===== src/rtl/serial_adder_pkg.sv =====
// Shared definitions for the bit-serial adder: FSM state encoding.
package serial_adder_pkg;

  typedef enum logic [1:0] {
    IDLE  = 2'd0,
    SHIFT = 2'd1,
    DONE  = 2'd2
  } state_t;

endpackage


===== src/rtl/serial_adder_fa.sv =====
// Single-bit full adder cell reused by the serial adder datapath.
module fa (
  input  logic a_i,
  input  logic b_i,
  input  logic ci_i,
  output logic s_o,
  output logic co_o
);

  assign s_o  = a_i ^ b_i ^ ci_i;
  assign co_o = (a_i & b_i) | (ci_i & (a_i ^ b_i));

endmodule


===== src/rtl/serial_adder.sv =====
// Bit-serial WIDTH-bit adder: one fa cell, LSB-first, carry kept in a flop
// between bits, operands in and result out over valid/ready handshakes.
module serial_adder #(
  parameter int WIDTH = 8
) (
  input  logic             clk,
  input  logic             rst_n,
  input  logic             in_valid,
  output logic             in_ready,
  input  logic [WIDTH-1:0] a,
  input  logic [WIDTH-1:0] b,
  input  logic             cin,
  output logic             out_valid,
  input  logic             out_ready,
  output logic [WIDTH-1:0] sum,
  output logic             cout,
  output logic             busy
);
  import serial_adder_pkg::*;

  localparam int CW = $clog2(WIDTH);
  localparam logic [CW-1:0] LAST_BIT = CW'(WIDTH - 1);

  state_t           state_q, state_d;
  logic [WIDTH-1:0] a_sr_q, a_sr_d;
  logic [WIDTH-1:0] b_sr_q, b_sr_d;
  logic [WIDTH-1:0] sum_sr_q, sum_sr_d;
  logic             carry_q, carry_d;
  logic [CW-1:0]    cnt_q, cnt_d;
  logic             fa_s, fa_co;

  fa u_fa (
    .a_i  (a_sr_q[0]),
    .b_i  (b_sr_q[0]),
    .ci_i (carry_q),
    .s_o  (fa_s),
    .co_o (fa_co)
  );

  always_comb begin
    state_d   = state_q;
    a_sr_d    = a_sr_q;
    b_sr_d    = b_sr_q;
    sum_sr_d  = sum_sr_q;
    carry_d   = carry_q;
    cnt_d     = cnt_q;
    in_ready  = 1'b0;
    out_valid = 1'b0;
    case (state_q)
      IDLE: begin
        in_ready = 1'b1;
        if (in_valid) begin
          a_sr_d  = a;
          b_sr_d  = b;
          carry_d = cin;
          cnt_d   = '0;
          state_d = SHIFT;
        end
      end
      SHIFT: begin
        // Result bits enter at the MSB so the LSB lands at bit 0 after WIDTH shifts.
        a_sr_d   = {1'b0, a_sr_q[WIDTH-1:1]};
        b_sr_d   = {1'b0, b_sr_q[WIDTH-1:1]};
        sum_sr_d = {fa_s, sum_sr_q[WIDTH-1:1]};
        carry_d  = fa_co;
        cnt_d    = cnt_q + CW'(1);
        if (cnt_q == LAST_BIT) begin
          state_d = DONE;
        end
      end
      DONE: begin
        out_valid = 1'b1;
        if (out_ready) begin
          state_d = IDLE;
        end
      end
      default: state_d = IDLE;
    endcase
  end

  always_ff @(posedge clk or negedge rst_n) begin
    if (!rst_n) begin
      state_q  <= IDLE;
      a_sr_q   <= '0;
      b_sr_q   <= '0;
      sum_sr_q <= '0;
      carry_q  <= 1'b0;
      cnt_q    <= '0;
    end else begin
      state_q  <= state_d;
      a_sr_q   <= a_sr_d;
      b_sr_q   <= b_sr_d;
      sum_sr_q <= sum_sr_d;
      carry_q  <= carry_d;
      cnt_q    <= cnt_d;
    end
  end

  assign sum  = sum_sr_q;
  assign cout = carry_q;
  assign busy = (state_q != IDLE);

endmodule


===== config.mk =====
export PLATFORM = sky130hd
export DESIGN_NAME = serial_adder
export DESIGN_NICKNAME = d
export VERILOG_FILES = /design/src/rtl/serial_adder_pkg.sv /design/src/rtl/serial_adder_fa.sv /design/src/rtl/serial_adder.sv
export SDC_FILE = /design/constraint.sdc
export NUM_CORES = 1
export LEC_CHECK = 0
export ABC_AREA = 1
export CORE_AREA = 2 2 56 58
export CTS_CLUSTER_DIAMETER = 60
export DETAILED_ROUTE_END_ITERATION = 6
export DIE_AREA = 0 0 58 60
export PLACE_DENSITY_LB_ADDON = 0.08
export SYNTH_ARGS = -nofsm -noshare
export SYNTH_HDL_FRONTEND = slang
export SYNTH_SLANG_ARGS = --single-unit

===== constraint.sdc =====
create_clock -name clk -period 2 [get_ports clk]
set_input_delay 0.4 -clock clk [delete_from_list [all_inputs] [get_ports clk]]
set_output_delay 0.4 -clock clk [all_outputs]
set_load 0.05 [all_outputs]

After elaboration in Yosys (flattened, before gate mapping) --
Index checks and enable logic that the tools add are counted. W data, S select, Z words.
Cells by class: $add $sub $neg 1, $mul 0, div/mod/pow operators 0, magnitude comparators 0, equal/unequal tests 6, shift operators 0, mux-type cells 14, bitwise gates (word level) 5, reduce and logical (&&, ||, !) cells 5
Operator list (count):
- $pmux W8 S2 | 2
- $mux W8 | 2
- $mux W2 | 3
- $ne A2 B2 Y1 const B | 3
- $pmux W2 S3 | 1
- $pmux W3 S2 | 1
- $reduce_bool A2 Y1 | 2
- $add A3 B1 Y3 const B | 1
- $eq A3 B3 Y1 const B | 1
- $mux W1 | 3
- $mux W3 | 1
- $reduce_and A3 Y1 | 1
- $and A1 B1 Y1 | 2
- $eq A2 B1 Y1 const B | 1
- $eq A2 B2 Y1 const B | 1
- $logic_not A2 Y1 | 1
- $pmux W1 S2 | 1
- $reduce_and A2 Y1 | 1
- $xor A1 B1 Y1 | 2
- $or A1 B1 Y1 | 1
Word-level totals: bits in registers 30, latch bits 0, RAM bits 0, memory bits (read-only) 0, input bits 21, output and inout bits 12, logic and storage cells 37, memories 0

Depth between registers and ports, before layout --
Gate-level depths: netlist (run 1).
depth in word-level cells 4, depth in mapped cells 7, gate-level depth less buffers 6

By module --
A second synthesis (run 1) with hierarchy kept.
Second synthesis, totals: cell total of the unflattened synthesis 191, area total of the unflattened synthesis 1468.9 sq um
By module, submodules not included:
- serial_adder | times used 1, cells an instance 190, area each 1448.9 sq um, seq. area each 750.7 sq um
- fa | times used 1, cells an instance 1, area each 20.0 sq um, seq. area each 0.0 sq um

Worst setup path after synthesis (run 1) --
OpenSTA, ideal clock, no wires.
kind reg2out, start point reg state_q[0], end point out busy, arrival time 1.811 ns, required time 1.600 ns, path slack -0.211 ns, stages on the path, launching flop included 4, buffers on the path 1, cells stage by stage dfrtp_1 > buf_2 > nor2_1 > inv_1
Between the ends: cells in the longest elaborated chain, start to end 1
RTL lines:
- start: declaration | line serial_adder.sv:24 | state_t state_q, state_d;
- start signal: assignment | line serial_adder.sv:90 | state_q <= state_d;
- $reduce_bool A2 Y1 | line serial_adder.sv:101 | assign busy = (state_q != IDLE);
- end: declaration | line serial_adder.sv:17 | output logic busy
No other way between the ends.

Final worst setup path (run 1) --
start point reg carry_q (netlist: cout), end point out cout
RTL lines:
- start: declaration | line serial_adder.sv:28 | logic carry_q, carry_d;
- start signal: assignment | line serial_adder.sv:94 | carry_q <= carry_d;
- end: declaration | line serial_adder.sv:16 | output logic cout,
No word-level cell between the ends.

==> run_summary.xml, run 1 <==
<?xml version="1.0" encoding="UTF-8"?>
<metrics>
  <group name="clock_tree">
    <metric name="cts_htree_levels" unit="">2</metric>
    <metric name="postCtsSetupBuffers" unit="">0</metric>
    <metric name="cts_resized" unit="">0</metric>
    <metric name="cts.hold.buffers_added" unit="">0</metric>
    <metric name="worst_skew_pair.late_latency" unit="ps">330</metric>
    <metric name="cts.sink_count" unit="">30</metric>
    <metric name="cts_tree" unit="">yes</metric>
    <metric name="path_clk_slew" unit="ps">100</metric>
    <metric name="cts_max_path_buffers" unit="">2</metric>
    <metric name="cts_root_buf" unit="">clkbuf_4</metric>
    <metric name="cts_made_buffers" unit="">5</metric>
  </group>
  <group name="floorplan">
    <metric name="ports_placed_on_the_boundary" unit="">33</metric>
    <metric name="num_rows" unit="">20</metric>
    <metric name="die_width" unit="um">58</metric>
    <metric name="die_area" unit="um^2">3480</metric>
    <metric name="core-area" unit="um^2">2900</metric>
    <metric name="floorplan.die.height" unit="um">60</metric>
    <metric name="floorplan.initialDensity" unit="%">50.6</metric>
  </group>
  <group name="routing">
    <metric name="route.detailed.wl_per_inst" unit="um">10.6</metric>
    <metric name="postRouteAntennaNets" unit="">0</metric>
    <metric name="dr.pass1.iters" unit="">4</metric>
    <metric name="via_per_inst" unit="">4.75</metric>
    <metric name="drt_iter0_drc" unit="">60</metric>
    <metric name="dr_drc_count" unit="">0</metric>
    <metric name="vias" unit="">1236</metric>
    <metric name="detail_route.wirelength" unit="mm">2.76</metric>
  </group>
  <group name="synth">
    <metric name="yosys_warnings" unit="">0</metric>
    <metric name="avgSynthCellArea" unit="um^2">7.69</metric>
    <metric name="synth.yosys.seq_area_share" unit="%">51.1</metric>
    <metric name="ys_dominant_reg_cell" unit="">dfrtp_1</metric>
    <metric name="postSynthNetCount" unit="">215</metric>
    <metric name="synth_area" unit="um^2">1470</metric>
    <metric name="netlist-cell-type-count" unit="">18</metric>
    <metric name="syn-instance-count" unit="">191</metric>
    <metric name="synth_async_sr_flop_share" unit="%">100</metric>
    <metric name="synth_most_common_cell" unit="">nand2_1</metric>
    <metric name="yosys-top-cells-area" unit="">dfrtp_1 (51%), nand2_1 (20%), inv_1 (8.9%)</metric>
    <metric name="netlist.area_leader.share" unit="%">51.1</metric>
    <metric name="post_synth_most_frequent_cells" unit="">nand2_1 (78), inv_1 (35), dfrtp_1 (30)</metric>
    <metric name="synth_enable_flop_cells" unit="">0</metric>
    <metric name="synth.ff_latch_count" unit="">30</metric>
    <metric name="post-synth-top-area-cell" unit="">dfrtp_1</metric>
  </group>
  <group name="layout">
    <metric name="area_delta_synth_final" unit="%">29.5</metric>
    <metric name="drive_gt1_share" unit="%">8.81</metric>
    <metric name="final_cells" unit="">260</metric>
    <metric name="insertedDiodeCount" unit="">0</metric>
    <metric name="finish.instance_area" unit="um^2">1900</metric>
    <metric name="final_net_count" unit="">250</metric>
  </group>
  <group name="critical_path">
    <metric name="worst_path_dominant_cell_family" unit="">buffers and inverters</metric>
    <metric name="maximum_fanout_count_along_the_critical_path" unit="">3</metric>
    <metric name="rr_startpoint" unit="">state_q[1]</metric>
    <metric name="startpoint_class_of_the_critical_path" unit="">flop</metric>
    <metric name="reg2reg_depth" unit="">6</metric>
    <metric name="path_cells" unit="">clkdlybuf4s50_1</metric>
    <metric name="ff2ff_setup_slack" unit="ps">640</metric>
    <metric name="cp.depth" unit="">1</metric>
    <metric name="worst_path_largest_cell_delay" unit="ps">820</metric>
    <metric name="arrival_time_of_data_at_the_critical_path_endpoint" unit="ps">1540</metric>
    <metric name="critical_path_buf_inv_count" unit="">1</metric>
    <metric name="crit_path_top_delay_cell" unit="">clkdlybuf4s50_1</metric>
    <metric name="worstSetupEndpointType" unit="">output pin</metric>
    <metric name="worst-endpoint-required" unit="ps">1600</metric>
    <metric name="setup.worst_path.class" unit="">reg2out</metric>
    <metric name="worstReg2RegEnd" unit="">b_sr_q[5]</metric>
  </group>
  <group name="sta">
    <metric name="hold_viol" unit="">0</metric>
    <metric name="setup_viol" unit="">0</metric>
    <metric name="unrepaired_setup_endpoints_after_global_routing" unit="">no</metric>
    <metric name="max_slew_margin" unit="%">67.0</metric>
    <metric name="setup_tns" unit="ps">0</metric>
    <metric name="maxClockFrequency" unit="MHz">515</metric>
    <metric name="final_max_slew_viol_count" unit="">0</metric>
    <metric name="layout_worst_path_cycle_share" unit="%">97.2</metric>
    <metric name="worstMarginPinSlew" unit="ps">493</metric>
    <metric name="timing.clock.skew" unit="ps">9.42</metric>
    <metric name="period_needed" unit="ps">1940</metric>
    <metric name="finalHoldWorstSlack" unit="ps">445</metric>
  </group>
  <group name="global_route">
    <metric name="grt_max_degree" unit="">31</metric>
    <metric name="total_global_routing_track_utilization" unit="%">17.8</metric>
    <metric name="initial_antenna_violation_count" unit="">0</metric>
    <metric name="global_route.overflow_total" unit="">0</metric>
    <metric name="via_count_of_the_first_global_routing_pass" unit="">1090</metric>
    <metric name="wire_length_of_the_first_global_routing_pass" unit="mm">4.53</metric>
  </group>
  <group name="flow_run">
    <metric name="max_cap_violations" unit="">0</metric>
  </group>
  <group name="power_and_ir_drop">
    <metric name="max-vdd-ir-drop" unit="V">0.000918</metric>
    <metric name="p_leak" unit="nW">1.04</metric>
    <metric name="design_power_total" unit="mW">2.94</metric>
    <metric name="power_density" unit="nW/um^2">1540</metric>
  </group>
  <group name="place">
    <metric name="place.detailed.instances" unit="">252</metric>
    <metric name="placement.cell_area" unit="um^2">1840</metric>
    <metric name="routabilityCongestion" unit="">0.728</metric>
    <metric name="io_buffer_count" unit="">32</metric>
    <metric name="hpwlAfterDp" unit="mm">1.89</metric>
  </group>
  <group name="outcome">
    <metric name="result_of_the_run" unit="">finished, final reports clean</metric>
  </group>
  <group name="hold_path">
    <metric name="min-delay-path-class" unit="">in2async</metric>
  </group>
</metrics>
sequential cells by signal (all words and copies together) (netlist names):
name / count
a_sr_q: 8
b_sr_q: 8
sum: 8
cnt_q: 3
state_q: 2
cout: 1
per-layer routing:
metal  track usage [%]  wire, um  vias to the layer above
met5                 0         0                        -
met4              9.97        40                        0
met3              3.90       145                        4
met2              31.8      1410                       32
met1              19.4      1170                      568
li1                  -         -                      632
cells in the final DEF (no fill, tap or decap), types with 3 or more instances in the layout:
| master | synthesis | routed |
|---|---|---|
| dfrtp_1 | 30 | 30 |
| clkdlybuf4s50_1 | 0 | 29 |
| nand2_1 | 78 | 78 |
| buf_4 | 1 | 3 |
| buf_12 | 0 | 3 |
| clkbuf_4 | 0 | 5 |
| nor2_1 | 4 | 3 |
| inv_1 | 35 | 35 |
| o21ai_0 | 8 | 8 |
| nand3_1 | 18 | 18 |
power by group:
| part | leakage, nW | switching [mW] | internal, mW |
|---|---|---|---|
| Sequential | 0.372 | 0.167 | 0.883 |
| Clock | 0.0353 | 0.210 | 0.170 |
| Combinational | 0.633 | 0.953 | 0.554 |
| Total | 1.04 | 1.33 | 1.61 |
logic make-up after synthesis:
logic type                 synth area share [%]
and+or+nand+nor                            29.0
buffers and inverters                      12.6
adders and majority gates                  3.07
AOI/OAI and AO/OA                          4.17
DFF                                        51.1
worst max path at each step:
| stage | start | end | slack (ps) |
|---|---|---|---|
| 2_1_floorplan | state_q[0] | busy | 130 |
| 3_3_place_gp | cout | cout | 410 |
| 3_5_place_dp | cout | cout | 410 |
| 4_1_cts | cout | cout | 40 |
| 5_1_grt | cout | cout | 0.8 |
| 6_report | cout | cout | 60 |
per-stage QoR:
step | utilization (%) | setup slack [ps]
after floorplan | - | 128
after global placement | 63.4 | 413
after detailed placement | 63.4 | 413
after CTS | 65.5 | 41.6
after global routing | 65.5 | 0.801
final | 65.5 | 56.8
area by class of cell:
cell class,instances,area [um^2]
clock buffer,7,55.1
clock inverter,1,5.00
fill,257,1000
inverter,37,141
multi-input combinational,117,536
sequential,30,751
tap,33,41.3
timing repair buffer,35,373
Note: power is estimated with default switching activity, not from simulation.
==> run 2: changes to the inputs <==
==> constraint.sdc (replaced) <==
create_clock -name clk -period 2.31 [get_ports clk]
set_input_delay 0.462 -clock clk [delete_from_list [all_inputs] [get_ports clk]]
set_output_delay 0.462 -clock clk [all_outputs]
set_load 0.05 [all_outputs]
==> run_summary.xml, run 2 (synthesized netlist as in run 1, its figures left out) <==
<?xml version="1.0" encoding="UTF-8"?>
<metrics>
  <group name="critical_path">
    <metric name="setup.worst_path.class" unit="">reg2out</metric>
    <metric name="arrival_time_of_data_at_the_critical_path_endpoint" unit="ps">1550</metric>
    <metric name="worst_path_largest_cell_delay" unit="ps">820</metric>
    <metric name="rr_startpoint" unit="">state_q[0]</metric>
    <metric name="ff2ff_setup_slack" unit="ps">1000</metric>
    <metric name="worst-endpoint-required" unit="ps">1850</metric>
    <metric name="crit_path_top_delay_cell" unit="">clkdlybuf4s50_1</metric>
    <metric name="startpoint_class_of_the_critical_path" unit="">flop</metric>
    <metric name="reg2reg_depth" unit="">6</metric>
    <metric name="worstSetupEndpointType" unit="">output pin</metric>
    <metric name="timing.critical_path.from" unit="">cout</metric>
    <metric name="critical_path_buf_inv_count" unit="">1</metric>
    <metric name="worstReg2RegEnd" unit="">b_sr_q[0]</metric>
    <metric name="maximum_fanout_count_along_the_critical_path" unit="">3</metric>
    <metric name="path_cells" unit="">clkdlybuf4s50_1</metric>
    <metric name="cp.depth" unit="">1</metric>
    <metric name="critPathCapture" unit="">cout</metric>
    <metric name="worst_path_dominant_cell_family" unit="">buffers and inverters</metric>
  </group>
  <group name="sta">
    <metric name="period_needed" unit="ps">2010</metric>
    <metric name="setup_viol" unit="">0</metric>
    <metric name="setup_tns" unit="ps">0</metric>
    <metric name="finalHoldWorstSlack" unit="ps">481</metric>
    <metric name="max_slew_margin" unit="%">67.0</metric>
    <metric name="hold_viol" unit="">0</metric>
    <metric name="unrepaired_setup_endpoints_after_global_routing" unit="">no</metric>
    <metric name="final_max_slew_viol_count" unit="">0</metric>
    <metric name="layout_worst_path_cycle_share" unit="%">87.0</metric>
    <metric name="worstMarginPinSlew" unit="ps">494</metric>
    <metric name="maxClockFrequency" unit="MHz">497</metric>
    <metric name="timing.clock.skew" unit="ps">11.6</metric>
  </group>
  <group name="routing">
    <metric name="dr_drc_count" unit="">0</metric>
    <metric name="route.detailed.wl_per_inst" unit="um">10.9</metric>
    <metric name="postRouteAntennaNets" unit="">0</metric>
    <metric name="vias" unit="">1266</metric>
    <metric name="drt_iter0_drc" unit="">32</metric>
    <metric name="via_per_inst" unit="">4.85</metric>
    <metric name="dr.pass1.iters" unit="">4</metric>
    <metric name="detail_route.wirelength" unit="mm">2.85</metric>
  </group>
  <group name="floorplan">
    <metric name="floorplan.die.height" unit="um">60</metric>
    <metric name="die_width" unit="um">58</metric>
    <metric name="num_rows" unit="">20</metric>
    <metric name="die_area" unit="um^2">3480</metric>
    <metric name="ports_placed_on_the_boundary" unit="">33</metric>
    <metric name="floorplan.initialDensity" unit="%">50.6</metric>
    <metric name="core-area" unit="um^2">2900</metric>
  </group>
  <group name="clock_tree">
    <metric name="cts_made_buffers" unit="">5</metric>
    <metric name="path_clk_slew" unit="ps">90</metric>
    <metric name="cts_root_buf" unit="">clkbuf_4</metric>
    <metric name="cts_max_path_buffers" unit="">2</metric>
    <metric name="worst_skew_pair.late_latency" unit="ps">330</metric>
    <metric name="cts.sink_count" unit="">30</metric>
    <metric name="cts.hold.buffers_added" unit="">0</metric>
    <metric name="cts_tree" unit="">yes</metric>
    <metric name="postCtsSetupBuffers" unit="">0</metric>
    <metric name="cts_htree_levels" unit="">2</metric>
    <metric name="cts_resized" unit="">0</metric>
  </group>
  <group name="place">
    <metric name="hpwlAfterDp" unit="mm">1.99</metric>
    <metric name="placement.cell_area" unit="um^2">1830</metric>
    <metric name="io_buffer_count" unit="">32</metric>
    <metric name="place.detailed.instances" unit="">253</metric>
    <metric name="routabilityCongestion" unit="">0.732</metric>
  </group>
  <group name="flow_run">
    <metric name="max_cap_violations" unit="">0</metric>
  </group>
  <group name="layout">
    <metric name="finish.instance_area" unit="um^2">1910</metric>
    <metric name="area_delta_synth_final" unit="%">30.2</metric>
    <metric name="filler_cell_count" unit="">270</metric>
    <metric name="final_cells" unit="">261</metric>
    <metric name="mostFrequentLayoutCell" unit="">nand2_1</metric>
    <metric name="insertedDiodeCount" unit="">0</metric>
    <metric name="regArea" unit="um^2">751</metric>
    <metric name="multiInputGateArea" unit="um^2">533</metric>
    <metric name="mostFrequentLayoutCells" unit="">nand2_1 (78), inv_1 (35), dfrtp_1 (30), clkdlybuf4s50_1 (29), nand3_1 (18)</metric>
    <metric name="final_net_count" unit="">251</metric>
    <metric name="drive_gt1_share" unit="%">9.21</metric>
  </group>
  <group name="global_route">
    <metric name="wire_length_of_the_first_global_routing_pass" unit="mm">5.08</metric>
    <metric name="initial_antenna_violation_count" unit="">0</metric>
    <metric name="total_global_routing_track_utilization" unit="%">19.7</metric>
    <metric name="grt_max_degree" unit="">31</metric>
    <metric name="global_route.overflow_total" unit="">0</metric>
    <metric name="via_count_of_the_first_global_routing_pass" unit="">1204</metric>
  </group>
  <group name="hold_path">
    <metric name="timing.hold.worst_path_depth" unit="">2</metric>
    <metric name="min-delay-path-class" unit="">reg2reg</metric>
    <metric name="hold_start" unit="">b_sr_q[6]</metric>
  </group>
  <group name="outcome">
    <metric name="result_of_the_run" unit="">finished, final reports clean</metric>
  </group>
  <group name="power_and_ir_drop">
    <metric name="seqPwrFrac" unit="%">34.3</metric>
    <metric name="p_leak" unit="nW">1.05</metric>
    <metric name="netSwitchingFraction" unit="%">44.3</metric>
    <metric name="power_frac_clock" unit="%">14.7</metric>
    <metric name="power_density" unit="nW/um^2">1370</metric>
    <metric name="switchingPower" unit="mW">1.16</metric>
    <metric name="logic_gate_share_of_total_power" unit="%">51.0</metric>
    <metric name="max-vdd-ir-drop" unit="V">0.000960</metric>
    <metric name="internal_power" unit="mW">1.46</metric>
  </group>
</metrics>
==> run 2: cell count changes in the layout (fill, tap and decap cells not counted) <==
cell and delta:
buf_4 +2, clkbuf_8 +2, buf_12 -1, clkbuf_1 -1, clkinv_2 -1, nor2_1 +1, nor2_2 -1
==> run 2: per-stage QoR <==
step	util (%)	setup WS [ps]	power, mW
floorplan	-	36.8	1.86
global placement	63.2	663	2.21
detailed placement	63.2	632	2.27
CTS	65.9	280	2.66
global route	65.9	224	2.86
finish	65.9	300	2.62
==> run 2: final cells by class <==
type / count / area share [%]
flip-flops and latches: 30 / 39.2
clock buffers: 8 / 4.12
multi-input cells: 117 / 27.9
well taps: 33 / 2.16
repair buffers: 36 / 19.2
inverters: 37 / 7.39
==> run 2: worst min path at each step <==
stage / endpoint / slack [ps]
floorplan: a_sr_q[0] / 170
global placement: cnt_q[2] / 460
detailed placement: sum[0] / 460
CTS: b_sr_q[6] / 490
global route: a_sr_q[5] / 520
finish: b_sr_q[6] / 480
==> run 2: power groups by stage <==
stage	registers (mW)	clock network, mW	logic, mW
final	0.900	0.386	1.34
after global routing	0.934	0.423	1.50
after floorplan	1.15	0	0.709
after global placement	0.903	0	1.31
after CTS	0.903	0.395	1.36
after detailed placement	0.914	0	1.36
==> run 2: layer usage <==
| metal | GRT usage [%] | part of all wire, % | up-vias |
|---|---|---|---|
| met2 | 34.6 | 49 | 31 |
| met1 | 22.5 | 43 | 592 |
| li1 | - | - | 636 |
| met4 | 9.97 | 2.2 | 0 |
| met5 | 0 | 0 | - |
| met3 | 4.76 | 5.4 | 7 |
